## config.mk

```make
export PLATFORM = sky130hd
export DESIGN_NAME = rv_burst_fifo
export DESIGN_NICKNAME = d
export VERILOG_FILES = /design/src/rtl/rv_burst_fifo_pkg.sv /design/src/rtl/rv_burst_fifo_ptr_counter.sv /design/src/rtl/rv_burst_fifo.sv
export SDC_FILE = /design/constraint.sdc
export NUM_CORES = 1
export LEC_CHECK = 0
export CAP_MARGIN = 20
export CORE_MARGIN = 2
export CORE_UTILIZATION = 52
export CTS_CLUSTER_SIZE = 25
export DETAILED_ROUTE_END_ITERATION = 10
export PLACE_DENSITY = 0.82
export SLEW_MARGIN = 40
export SYNTH_ARGS = -nofsm -noshare
export SYNTH_HDL_FRONTEND = slang
export SYNTH_SLANG_ARGS = --single-unit
```

## constraint.sdc

```tcl
create_clock -name clock_port -period 2.6 [get_ports clock_port]
set_input_delay 0.52 -clock clock_port [delete_from_list [all_inputs] [get_ports clock_port]]
set_output_delay 0.52 -clock clock_port [all_outputs]
set_load 0.01 [all_outputs]
```

## src/rtl/rv_burst_fifo_pkg.sv

```systemverilog
// Shared defaults and helpers for the ready/valid burst FIFO.
package rv_burst_fifo_pkg;

    localparam int DEFAULT_DATA_WIDTH = 8;
    localparam int DEFAULT_DEPTH      = 4;

    // Pointer width is address width plus one wrap bit, so that full and
    // empty remain distinguishable when the pointers are equal modulo DEPTH.
    function automatic int ptr_width(input int depth);
        int addr_w;
        addr_w = 0;
        for (int i = 0; i < 31; i++) begin
            if ((32'd1 << i) < depth) begin
                addr_w = i + 1;
            end
        end
        return addr_w + 1;
    endfunction

endpackage

```

## src/rtl/rv_burst_fifo_ptr_counter.sv

```systemverilog
// Wrapping pointer counter used for both the write and the read side.
// The counter is PTR_W bits wide, so it naturally wraps modulo 2*DEPTH.
module fifo_ptr_counter #(
    parameter int PTR_W = 3
) (
    input  logic             clk_i,
    input  logic             rst_ni,
    input  logic             inc_i,
    output logic [PTR_W-1:0] ptr_o
);

    logic [PTR_W-1:0] ptr_q;
    logic [PTR_W-1:0] ptr_d;

    // Advance by one on each accepted transfer.
    always_comb begin
        ptr_d = ptr_q;
        if (inc_i) begin
            ptr_d = ptr_q + PTR_W'(1);
        end
    end

    // Pointer register, cleared immediately by reset.
    always_ff @(posedge clk_i or negedge rst_ni) begin
        if (!rst_ni) begin
            ptr_q <= '0;
        end else begin
            ptr_q <= ptr_d;
        end
    end

    assign ptr_o = ptr_q;

endmodule

```

## src/rtl/rv_burst_fifo.sv

```systemverilog
// Ready/valid FIFO between an upstream producer and the downstream Pacer.
// Both handshake outputs depend only on the registered pointers, so there is
// no combinational path across the FIFO in either direction.
module rv_burst_fifo
    import rv_burst_fifo_pkg::*;
#(
    parameter int DATA_WIDTH = DEFAULT_DATA_WIDTH,
    parameter int DEPTH      = DEFAULT_DEPTH
) (
    input  logic                    clock_port,
    input  logic                    reset_port,
    input  logic [DATA_WIDTH-1:0]   input_port_data,
    input  logic                    input_port_valid,
    output logic                    input_port_ready,
    output logic [DATA_WIDTH-1:0]   output_port_data,
    output logic                    output_port_valid,
    input  logic                    output_port_ready,
    output logic [$clog2(DEPTH):0]  level
);

    localparam int PTR_W  = ptr_width(DEPTH);
    localparam int ADDR_W = PTR_W - 1;

    logic [PTR_W-1:0]      wr_ptr;
    logic [PTR_W-1:0]      rd_ptr;
    logic [PTR_W-1:0]      level_w;
    logic                  push;
    logic                  pop;
    logic [DATA_WIDTH-1:0] mem_q [DEPTH];

    // Occupancy is the pointer difference; the extra bit resolves full vs empty.
    always_comb begin
        level_w           = wr_ptr - rd_ptr;
        input_port_ready  = (level_w != PTR_W'(DEPTH));
        output_port_valid = (level_w != '0);
        push              = input_port_valid  & input_port_ready;
        pop               = output_port_valid & output_port_ready;
    end

    assign level            = level_w;
    assign output_port_data = mem_q[rd_ptr[ADDR_W-1:0]];

    fifo_ptr_counter #(.PTR_W(PTR_W)) u_wr_ptr (
        .clk_i  (clock_port),
        .rst_ni (reset_port),
        .inc_i  (push),
        .ptr_o  (wr_ptr)
    );

    fifo_ptr_counter #(.PTR_W(PTR_W)) u_rd_ptr (
        .clk_i  (clock_port),
        .rst_ni (reset_port),
        .inc_i  (pop),
        .ptr_o  (rd_ptr)
    );

    // Storage entries: each one loads only when a push targets it; no reset.
    for (genvar gi = 0; gi < DEPTH; gi++) begin : g_mem
        always_ff @(posedge clock_port) begin
            if (push && (wr_ptr[ADDR_W-1:0] == ADDR_W'(gi))) begin
                mem_q[gi] <= input_port_data;
            end
        end
    end

endmodule

```

==> flow_metrics.py <==
metrics = {
    "placement": {
        "numPortBuffers": 24,
        "postPlaceCellArea_sq_um": 1920,
        "dp_cells": 145,
        "place_hpwl_um": 1790,
        "place_congestion": 0.869,
    },
    "pwr": {
        "power.density_nw_per_um2": 1350,
        "leakagePower_nw": 0.762,
        "ir_drop_mv": 1.17,
        "totalPowerFinal_mw": 2.70,
    },
    "setup_path": {
        "required_ns": 2.08,
        "cp-end-kind": "output port",
        "critical_path_class": "reg2out",
        "worst_setup_path_start_kind": "flop",
        "crit_fanout": 3,
        "arrival_ns": 1.97,
    },
    "final_layout": {
        "final_cell_mix": "32 x edfxtp_1, 20 x clkdlybuf4s50_1, 8 x mux4_2",
        "drive_gt1_share_pct": 26.2,
        "layout_commonest_cell": "edfxtp_1",
        "stdcell_area_sq_um": 1990,
        "nets": 140,
        "fillers": 224,
        "final_cells": 155,
        "area_delta_synth_final_pct": 24.6,
        "diodes": 0,
    },
    "die": {
        "dieArea_sq_um": 3540,
        "initial_utilization_pct": 53.7,
        "core_area_sq_um": 2980,
        "row_count": 20,
        "die_width_um": 59.5,
        "io_pins": 25,
        "dieHeight_um": 59.5,
    },
    "detailed_routing": {
        "highest_layer": "met4",
        "wl_um": 2620,
        "via_per_inst": 5.48,
        "wl_met3_um": 110,
        "drt-met1-wl_um": 1190,
        "via_count": 850,
        "ant_nets": 0,
        "wire_per_inst_um": 16.9,
        "drt_iter0_drc": 12,
        "drt_first_pass_iters": 4,
        "drc_errors": 0,
        "wl_met2_um": 1280,
    },
    "yosys": {
        "synth_top_area_share_pct": 60.0,
        "avgSynthCellArea_sq_um": 19.1,
        "yosys_warnings": 0,
        "synth_area_leaders": "edfxtp_1 60%, mux4_2 11%, dfrtp_1 9.4%",
        "synthesis.nets": 103,
        "synthDistinctLibCells": 22,
        "syn_area_sq_um": 1600,
        "ys_seq_area_share_pct": 69.4,
        "synth-seq-cells": 38,
        "synth_top_area_cell": "edfxtp_1",
        "syn-instance-count": 84,
    },
    "global_route": {
        "grt_first_pass_wirelength_um": 4170,
        "antenna_found_initial": 0,
        "grt.overflow.total": 0,
        "grt_max_degree": 12,
        "grt.total_usage_pct": 17.6,
        "grt_pass1_vias": 885,
    },
    "flow_run": {
        "cap_violations": 0,
    },
    "clock_tree": {
        "cts_made_buffers": 5,
        "clk_pin_slew_worst_paths_ns": 0.10,
        "hold_buffers": 0,
        "clock_latency_ns": 0.33,
        "clockBufferDepth": 2,
        "cts-root-buf": "clkbuf_4",
        "h-tree-depth": 2,
        "clock_sinks": 38,
        "cts_tree": "yes",
    },
    "sta": {
        "setup_violations": 0,
        "report.final.slew_viol_count": 0,
        "max-slew-margin-rel_pct": 69.6,
        "fin_worst_skew_ns": 0.00412,
        "max_slew.worst_pin.slew_ns": 0.456,
        "period_needed_ns": 2.49,
        "fmax_mhz": 401,
        "finalCritPeriodShare_pct": 95.8,
        "rsz0062_at_grt": "no",
        "hold_viol_final": 0,
        "final.setup.tns_ns": 0,
    },
    "run_status": {
        "status": "finished clean",
    },
    "min_path": {
        "worstHoldPathType": "in2async",
    },
}
[metal layers]
metal / vias to the layer above / GRT usage (%)
li1: 401 / -
met5: - / 0
met4: 0 / 7.79
met2: 22 / 27.3
met1: 422 / 22.3
met3: 5 / 6.11
[final timing paths]
kind	startpoint	end	slack [ns]	cells after the start
min in group clock_port	u_wr_ptr.ptr_o[2]	u_wr_ptr.ptr_o[2]	0.58	1
max	u_wr_ptr.ptr_o[0]	output_port_valid	0.11	6
min	reset_port	u_wr_ptr.ptr_o[0]	0.43	1
min reg2reg	u_wr_ptr.ptr_o[2]	u_wr_ptr.ptr_o[2]	0.58	1
max reg2reg	u_wr_ptr.ptr_o[0]	mem_q[1][4]	0.34	7
max in group asynchronous	reset_port	u_wr_ptr.ptr_o[2]	1.93	1
[power breakdown]
group          switching [mW]  total [mW]  internal, mW  leakage (nW)
clock                   0.175       0.277         0.102        0.0297
sequential             0.0694       0.922         0.852         0.364
combinational           0.670        1.50         0.829         0.368
[through the flow]
| step | hold WS [ns] | util (%) | worst slack, ns |
|---|---|---|---|
| 2_1_floorplan | 0.224 | - | 0.359 |
| 3_3_place_gp | 0.549 | 64.4 | 0.165 |
| 3_5_place_dp | 0.553 | 64.4 | 0.114 |
| 4_1_cts | 0.430 | 66.8 | 0.000834 |
| 5_1_grt | 0.426 | 66.9 | 0.00192 |
| 6_report | 0.431 | 66.9 | 0.109 |
[registers in the layout, summed over array words and instances, names as in the netlist]
signal / count
u_wr_ptr.ptr_o: 3
u_rd_ptr.ptr_o: 3
mem_q: 32
[logic make-up after synthesis]
family,after synthesis,synth area share (%)
DFF,38,69.4
adders and majority gates,7,5.94
muxes,10,12.9
and+or+nand+nor,13,4.14
xor gates and xnor gates,5,3.75
buffers and inverters,6,1.48
AOI/OAI and AO/OA,5,2.35
[cells in the mapped netlist (all sizes together)]
cell / n
xor2: 1
buf: 2
fa: 1
mux2: 2
ha: 6
o21ai: 1
a211o: 2
xor3: 1
a21bo: 1
dfrtp: 6
nand2: 4
and2: 1
xnor2: 3
nor3: 4
inv: 4
a21oi: 1
and3: 3
mux4: 8
nand2b: 1
edfxtp: 32
[timing repair]
action,4_1_cts,5_1_grt
gates cloned,0,0
setup endpoints to repair,3,4
buffers inserted,2,0
gates resized for setup,19,2
pin swaps,2,1
[critical path, cell delays in order, from the launching register on]
cell and delay [ns]:
dfrtp_1 0.38, inv_2 0.06, ha_2 0.18, fa_2 0.59
and2_1 0.22, nand2b_1 0.08, buf_2 0.14
[final cells by class]
type	instances	area, sq um	share of cell area [%]
clock buffers	6	41.3	2.07
flip-flops and latches	38	1110	55.7
clock inverters	2	8.76	0.439
inverters	4	15.0	0.753
multi-input cells	40	478	24.0
repair buffers	32	298	14.9
well taps	33	41.3	2.07
No activity file was read; power rests on OpenSTA's default activity.
